### config.mk
export PLATFORM = sky130hd
export DESIGN_NAME = hazard_controller
export DESIGN_NICKNAME = d
export VERILOG_FILES = /design/src/rtl/hazard_controller.sv
export SDC_FILE = /design/constraint.sdc
export NUM_CORES = 1
export LEC_CHECK = 0
export ABC_CLOCK_PERIOD_IN_PS = 1700
export CORE_UTILIZATION = 40
export CTS_CLUSTER_DIAMETER = 30
export DETAILED_ROUTE_END_ITERATION = 8
export PLACE_DENSITY = 0.73
export SLEW_MARGIN = 20
export SYNTH_ARGS = -nofsm -noshare
export SYNTH_HDL_FRONTEND = slang
export SYNTH_SLANG_ARGS = --single-unit
export TNS_END_PERCENT = 50
### constraint.sdc
create_clock -name clk -period 1.7 [get_ports clk]
set_input_delay 0.17 -clock clk [delete_from_list [all_inputs] [get_ports clk]]
set_output_delay 0.17 -clock clk [all_outputs]
set_load 0.03 [all_outputs]
### src/rtl/hazard_controller.sv
// Load-use / redirect / memory-wait sequencer for the 5-stage RV32 pipe.
// Define HAZARD_PERF_CNT_EN to add the stall_cycles / flush_events counters.
module hazard_controller #(
  parameter int LOAD_USE_BUBBLES = 1,
  parameter int MEM_TIMEOUT      = 255
) (
  input  logic       clk,
  input  logic       reset,
  input  logic [4:0] id_rs1,
  input  logic [4:0] id_rs2,
  input  logic       id_uses_rs2,
  input  logic [4:0] ex_rd,
  input  logic [3:0] ex_MemRead,
  input  logic       ex_redirect,
  input  logic       mem_access,
  input  logic       mem_ready,
  output logic       PC_write,
  output logic       IF_ID_write,
  output logic       IF_ID_flush,
  output logic       ID_EX_flush,
  output logic       pipe_freeze,
  output logic       control_MUX_select,
  output logic       mem_error
`ifdef HAZARD_PERF_CNT_EN
  ,
  output logic [31:0] stall_cycles,
  output logic [31:0] flush_events
`endif
);

  localparam logic [1:0] RUN      = 2'd0;
  localparam logic [1:0] LU_STALL = 2'd1;
  localparam logic [1:0] MEM_WAIT = 2'd2;

  localparam logic [2:0] LU_INIT = 3'(LOAD_USE_BUBBLES - 1);
  localparam logic [7:0] TMO     = 8'(MEM_TIMEOUT);

  logic [1:0] state_q, state_d;
  logic [2:0] lu_cnt_q, lu_cnt_d;
  logic [7:0] wait_cnt_q, wait_cnt_d;
  logic       mem_error_q, mem_error_d;
  logic       luh, mw, stall;

  assign luh = (ex_MemRead != 4'd0) && (ex_rd != 5'd0) &&
               ((ex_rd == id_rs1) || (id_uses_rs2 && (ex_rd == id_rs2)));
  assign mw  = mem_access && !mem_ready;

  always_comb begin
    PC_write           = 1'b1;
    IF_ID_write        = 1'b1;
    IF_ID_flush        = 1'b0;
    ID_EX_flush        = 1'b0;
    pipe_freeze        = 1'b0;
    control_MUX_select = 1'b0;
    stall              = 1'b0;
    state_d            = state_q;
    lu_cnt_d           = lu_cnt_q;
    wait_cnt_d         = wait_cnt_q;
    mem_error_d        = mem_error_q;
    if (mw) begin
      // Freeze takes priority; lu_cnt is left untouched so a stall resumes.
      pipe_freeze = 1'b1;
      PC_write    = 1'b0;
      IF_ID_write = 1'b0;
      state_d     = MEM_WAIT;
      wait_cnt_d  = (wait_cnt_q == 8'hFF) ? wait_cnt_q : wait_cnt_q + 8'd1;
      if (wait_cnt_d >= TMO) mem_error_d = 1'b1;
    end else begin
      wait_cnt_d = 8'd0;
      if (ex_redirect) begin
        IF_ID_flush = 1'b1;
        ID_EX_flush = 1'b1;
        lu_cnt_d    = 3'd0;
        state_d     = RUN;
      end else if (state_q == LU_STALL) begin
        stall    = 1'b1;
        lu_cnt_d = (lu_cnt_q != 3'd0) ? lu_cnt_q - 3'd1 : 3'd0;
        if (lu_cnt_q <= 3'd1) state_d = RUN;
      end else if (state_q == MEM_WAIT && lu_cnt_q != 3'd0) begin
        // Resuming an interrupted load-use stall: keep the consumer held.
        stall   = 1'b1;
        state_d = LU_STALL;
      end else if (luh) begin
        stall = 1'b1;
        if (LOAD_USE_BUBBLES > 1) begin
          lu_cnt_d = LU_INIT;
          state_d  = LU_STALL;
        end else begin
          state_d = RUN;
        end
      end else begin
        state_d = RUN;
      end
    end
    if (stall) begin
      PC_write           = 1'b0;
      IF_ID_write        = 1'b0;
      control_MUX_select = 1'b1;
    end
  end

  always_ff @(posedge clk or posedge reset) begin
    if (reset) begin
      state_q     <= RUN;
      lu_cnt_q    <= 3'd0;
      wait_cnt_q  <= 8'd0;
      mem_error_q <= 1'b0;
    end else begin
      state_q     <= state_d;
      lu_cnt_q    <= lu_cnt_d;
      wait_cnt_q  <= wait_cnt_d;
      mem_error_q <= mem_error_d;
    end
  end

  assign mem_error = mem_error_q;

`ifdef HAZARD_PERF_CNT_EN
  logic [31:0] stall_cycles_q, flush_events_q;

  always_ff @(posedge clk or posedge reset) begin
    if (reset) begin
      stall_cycles_q <= 32'd0;
      flush_events_q <= 32'd0;
    end else begin
      if (!PC_write)   stall_cycles_q <= stall_cycles_q + 32'd1;
      if (IF_ID_flush) flush_events_q <= flush_events_q + 32'd1;
    end
  end

  assign stall_cycles = stall_cycles_q;
  assign flush_events = flush_events_q;
`endif

endmodule

==> results of run 1 <==
## per-layer routing
| layer | up-vias | track usage (%) |
|---|---|---|
| li1 | 513 | - |
| met1 | 500 | 24.78 |
| met2 | 43 | 34.81 |
| met3 | 2 | 2.319 |
| met4 | 0 | 10.53 |
| met5 | - | 0 |
## area by class of cell
cell class | instances | area, sq um | area share (%)
clock buffer | 4 | 36.28 | 2.435
timing repair buffer | 50 | 436.7 | 29.30
multi-input combinational | 88 | 613.1 | 41.14
inverter | 5 | 18.77 | 1.259
sequential | 14 | 350.3 | 23.51
tap | 28 | 35.03 | 2.351
## cell families after synthesis
| kind of cell | after synthesis |
|---|---|
| buffers and inverters | 12 |
| XOR/XNOR | 11 |
| multiplexers | 2 |
| flip-flops | 14 |
| adder cells (fa/ha/maj) | 1 |
| AND/OR/NAND/NOR | 45 |
| AO/OA/AOI/OAI | 29 |
## per-stage QoR
| step | instances | hold slack, ns | util (%) | worst slack [ns] | area (sq um) |
|---|---|---|---|---|---|
| floorplan | 114 | 0.05922 | - | 0.01805 | 1017 |
| global placement | 179 | 0.4644 | 60.51 | -0.1937 | 1390 |
| detailed placement | 179 | 0.4730 | 60.51 | -0.2119 | 1390 |
| CTS | 183 | 0.2399 | 62.64 | 0.0009109 | 1439 |
| global route | 189 | 0.2568 | 64.87 | -0.02109 | 1490 |
| finish | 189 | 0.2205 | 64.87 | 0.01264 | 1490 |
## cell usage in the layout (no fill, tap or decap), types with 4 or more instances in the layout
| cell | instances |
|---|---|
| a31oi_1 | 4 |
| buf_4 | 23 |
| clkdlybuf4s50_1 | 13 |
| dfrtp_1 | 14 |
| dlygate4sd2_1 | 7 |
| inv_1 | 5 |
| nand2_1 | 5 |
| nand4_1 | 4 |
| nor2_1 | 12 |
| o21ai_0 | 8 |
| xor2_1 | 10 |
## report_power, final
part / leakage [nW] / switching [W] / internal (W)
Combinational: 0.474 / 0.0000769 / 0.0000886
Sequential: 0.193 / 0.00000198 / 0.000336
Clock: 0.0210 / 0.000115 / 0.000130
## flip-flops by register name (all words and copies together), names as in the netlist
signal	flops
state_q	2
wait_cnt_q	8
mem_error	1
lu_cnt_q	3
## final timing paths
check	start	endpoint	slack [ns]	depth (start not counted)
worst max-delay path	ex_rd[1]	IF_ID_write	0.01	5
min in group clk	mem_error	mem_error	0.49	1
worst min-delay path	reset	wait_cnt_q[2]	0.22	2
worst min register to register	mem_error	mem_error	0.49	1
max in group asynchronous	reset	wait_cnt_q[5]	1.11	2
worst max register to register	wait_cnt_q[0]	mem_error	0.14	5
## repair_timing
| action | in CTS | in global routing |
|---|---|---|
| hold buffers | 0 | 0 |
| gates resized for setup | 16 | 7 |
| endpoints found under the hold margin | 0 | 0 |
| buffers inserted | 0 | 6 |
| pin swaps | 5 | 4 |
| setup endpoints to repair | 3 | 3 |
==> results.toml, run 1 <==
[floorplanning]
dieArea_sq_um = 2749
rows = 17
ioPinCount = 32
core-area_sq_um = 2297
die_w_um = 52.43
die_h_um = 52.43
initial_utilization_pct = 44.28

[synth]
synth_mux_area_share_pct = 2.460
yosys.area_share.adder_pct = 1.230
dominantRegCellSynth = "dfrtp_1"
ys_warn_count = 0
syn_inst = 114
async_flop_share_pct = 100.0
synth_xor_area_share_pct = 9.471
post_synth_num_cell_types = 42
synth-edff-count = 0
ys_seq_area_share_pct = 34.44
synthTopCellsByArea = "dfrtp_1 34%, xor2_1 8.6%, nor2_1 4.8%, o21ai_0 3.9%, a31oi_1 2.5%"
synth_compound_area_share_pct = 19.93
synth_area_sq_um = 1017
synthSimpleGateAreaFrac_pct = 25.22
syn_avg_cell_area_sq_um = 8.923
synth_most_common_cell = "dfrtp_1"
synth_fp_nets = 140
synth_common_cells = "14 x dfrtp_1, 13 x nor2_1, 10 x xor2_1, 8 x o21ai_0"
ys_seq_elements = 14
synth_top_area_share_pct = 34.44
synth_top_family_by_area = "simple AND/OR/NAND/NOR gates"
yosysTopAreaCell = "dfrtp_1"

[timing]
tns_ns = 0
period_share_pct = 99.26
setup_viol_count_final = 0
skew_ns = 0.01065
fmax_ghz = 0.5926
tightest_slew_ns = 0.5515
maxSlewHeadroom_pct = 63.19
rsz0062_at_grt = "true"
hold_viol = 0
fin_crit_ns = 1.687
slew_viol_final = 0

[clock_network]
cts_buffers = 3
clk_path_buf_depth = 2
clk-insertion-delay-late_ns = 0.28
htreeDepth = 1
clkTransAtPathRegs_ns = 0.10
clock_sinks = 14
cts_tree = "built"
root_buffer = "clkbuf_4"

[layout]
drive_gt1_share_pct = 25.47
fillCellCount = 206
diodes = 0
area_growth_pct = 46.49
nets = 188

[placement]
port_buffers = 31
dp_hpwl_mm = 1.939
place.gp.congestion = 0.8857

[power]
p_leak_nw = 0.6884
finalPower_w = 0.0007491
ir_drop_v = 0.0003447
pwr_density_cell_nw_per_um2 = 502.7

[global_route]
antenna_found_initial = 0
grt_usage_pct = 20.35
first_global_vias = 974
grt_overflow = 0
grt_pass1_wl_mm = 4.160
grt_max_degree = 15

[setup_path]
crit_family = "simple AND/OR/NAND/NOR gates"
cp-end-kind = "output pin"
max_stage_delay_ns = 0.54
cp_max_fo = 2
worstSetupPathType = "in -> out"
crit_path_start_kind = "input port"
crit_buf_inv = 2
worstPathRequired_ns = 1.53
crit_arrival_ns = 1.52
cp_slowest_cell = "or4_4"
crit_chain = "dlygate4sd2_1 -> or4_4 -> o211ai_1 -> o221a_2 -> buf_6"

[run_status]
status = "finished clean"

[detailed_routing]
m1WireLength_mm = 1.036
dr.pass1.iters = 4
wl_per_cell_um = 13.08
met2_length_mm = 1.279
detail_route.vias_per_cell = 5.598
num_vias = 1058
top_layer = "met4"
wirelength_mm = 2.472
route.met3.wl_um = 128
drc = 0
ant_nets = 0
drt_iter0_drc = 24

[job]
cap_violations = 0

[min_path]
hp-class = "in -> async"
Power figures use the tool's default switching activity.
==> inputs of run 2 (changes only) <==
--- a/config.mk
+++ b/config.mk
@@ -6,6 +6,7 @@
 export NUM_CORES = 1
 export LEC_CHECK = 0
 export ABC_CLOCK_PERIOD_IN_PS = 1700
+export CAP_MARGIN = 20
 export CORE_UTILIZATION = 40
 export CTS_CLUSTER_DIAMETER = 30
 export DETAILED_ROUTE_END_ITERATION = 8
==> results of run 2 <==
No change in the layout: final DEF, timing and power equal those of run 1.
==> inputs of run 3 (changes only) <==
--- a/config.mk
+++ b/config.mk
@@ -8,9 +8,9 @@
 export ABC_CLOCK_PERIOD_IN_PS = 1700
 export CAP_MARGIN = 20
 export CORE_UTILIZATION = 40
-export CTS_CLUSTER_DIAMETER = 30
 export DETAILED_ROUTE_END_ITERATION = 8
 export PLACE_DENSITY = 0.73
+export SETUP_SLACK_MARGIN = 0.1
 export SLEW_MARGIN = 20
 export SYNTH_ARGS = -nofsm -noshare
 export SYNTH_HDL_FRONTEND = slang
==> run 3 against run 2 <==
  * Utilization grew 0.054 points
  * Global-route usage grew 0.67 points
  * First-iteration DRC count shrank 13%
  * Critical endpoint is now control_MUX_select
  * Largest cell class unchanged
==> results.toml, run 3 (synthesis gave the netlist of run 1 again) <==
[floorplanning]
dieArea_sq_um = 2749
ioPinCount = 32
die_h_um = 52.43
rows = 17
die_w_um = 52.43
core-area_sq_um = 2297
initial_utilization_pct = 44.28

[power]
p_int_w = 0.0005563
p_leak_nw = 0.6597
pwr-share-seq_pct = 44.8
pwr-share-clk_pct = 32.7
share_comb_of_total_power_pct = 22.5
ir_drop_v = 0.0005752
pwr_density_cell_nw_per_um2 = 505.6
p_switching_w = 0.0001978
switching_share_pct = 26.23
finalPower_w = 0.0007541

[setup_path]
r2r-end = "mem_error"
r2r_slack_ns = 0.17
crit_path_start_kind = "input port"
r2r_start = "wait_cnt_q[0]"
max_stage_delay_ns = 0.31
worstPathRequired_ns = 1.53
reg2reg_depth = 5
crit_arrival_ns = 1.50
cp_slowest_cell = "nor4_1"
worstSetupPathType = "in -> out"
critPathMostFrequentCell = "buf_4"
cp_max_fo = 2
crit_chain = "dlygate4sd2_1 -> xor2_1 -> nor4_1 -> a32oi_1 -> buf_4 -> o32ai_2 -> buf_4"
cp-end-kind = "output pin"

[detailed_routing]
ant_nets = 0
dr.pass1.iters = 4
detail_route.vias_per_cell = 5.604
drt_iter0_drc = 21
wirelength_mm = 2.614
wl_per_cell_um = 13.98
drc = 0
num_vias = 1048

[clock_network]
root_buffer = "clkbuf_4"
cts_buffers = 3
clock_sinks = 14
htreeDepth = 1
clk_path_buf_depth = 2
clkTransAtPathRegs_ns = 0.10
cts_tree = "built"
clk-insertion-delay-late_ns = 0.29

[placement]
dp_cells = 179
place.gp.congestion = 0.8125
dp_hpwl_mm = 1.892
port_buffers = 31
postPlaceCellArea_sq_um = 1400

[timing]
hold_viol = 0
period_share_pct = 97.98
fmax_ghz = 0.6004
maxSlewHeadroom_pct = 62.51
slew_viol_final = 0
fin_crit_ns = 1.666
tightest_slew_ns = 0.5618
rsz0062_at_grt = "true"
tns_ns = 0
skew_ns = 0.01515
setup_viol_count_final = 0

[layout]
nets = 186
mostFrequentLayoutCells = "21 x buf_4, 12 x nor2_1, 12 x clkdlybuf4s50_1, 12 x dfrtp_1, 10 x xor2_1"
final-seq-area_sq_um = 352.8
diodes = 0
area_growth_pct = 46.62
fin_area_sq_um = 1491
fillCellCount = 193
fin_cells = 187
drive_gt1_share_pct = 29.56
reg.largest.list = "wait_cnt_q: 8 flops, lu_cnt_q: 3 flops, state_q: 2 flops"
final_util_pct = 64.92
largest_register = "wait_cnt_q"
final_common_cell = "buf_4"
largest_reg_flops = 8
multiInputGateArea_sq_um = 638.1

[global_route]
grt_usage_pct = 21.02
grt_max_degree = 15
grt_overflow = 0
antenna_found_initial = 0
first_global_vias = 1013
grt_pass1_wl_mm = 4.291

[job]
cap_violations = 0

[run_status]
status = "finished clean"

[min_path]
hp-class = "in -> async"
run 3: changes by cell type in the layout (fill, tap and decap cells not counted), sizes merged:
cell           delta
clkbuf            -1
dlygate4sd2       +2
clkdlybuf4s50     -1
dlymetal6s2s      -2
run 3: through the flow:
stage	setup slack [ns]	hold WS [ns]
3_5_place_dp	-0.2549	0.4725
5_1_grt	-0.03879	0.2833
3_3_place_gp	-0.1984	0.4617
6_report	0.03438	0.2199
4_1_cts	0.03294	0.2261
2_1_floorplan	0.07547	0.05922
run 3: final cells by class:
| type | instances | share of cell area [%] |
|---|---|---|
| multi-input combinational | 88 | 42.79 |
| timing repair buffer | 48 | 27.52 |
| sequential | 14 | 23.66 |
| clock buffer | 4 | 2.433 |
| tap | 28 | 2.349 |
| inverter | 5 | 1.258 |
run 3: how the worst max path moves through the flow:
stage | start | end | slack (ns) | cells after the start
floorplan | wait_cnt_q[0] | mem_error | 0.08 | 6
global placement | ex_rd[2] | IF_ID_write | -0.20 | 5
detailed placement | ex_rd[4] | PC_write | -0.25 | 6
CTS | lu_cnt_q[2] | PC_write | 0.03 | 5
global route | lu_cnt_q[1] | PC_write | -0.04 | 5
finish | id_rs2[0] | control_MUX_select | 0.03 | 7
run 3: metal layers:
metal / vias up / global-route usage (%) / wire (um) / part of all wire, %
li1: 509 / - / - / -
met1: 500 / 26.16 / 1160 / 44
met2: 37 / 36.50 / 1294 / 50
met3: 2 / 6.087 / 152 / 5.8
met4: 0 / 2.632 / 7 / 0.27
met5: - / 0 / 0 / 0
run 3: critical path: cells and delay by family:
| kind | cells | cell delay (ns) |
|---|---|---|
| simple gates | 1 | 0.31 |
| buf+inv | 3 | 0.61 |
| compound gates | 2 | 0.27 |
| xor+xnor | 1 | 0.14 |
run 3: power by group through the flow:
stage / clock, W / sequential, W / combinational [W]
detailed placement: 0 / 0.000345 / 0.000171
floorplan: 0 / 0.000346 / 0.0000743
finish: 0.000246 / 0.000338 / 0.000170
global route: 0.000268 / 0.000339 / 0.000185
CTS: 0.000252 / 0.000338 / 0.000169
global placement: 0 / 0.000345 / 0.000168
run 3: timing repair:
action,in CTS,in global routing
gates resized for setup,30,5
pin swaps,9,2
setup buffers,3,1
hold buffers,0,0
hold endpoints to repair,0,0
setup endpoints to repair,3,5
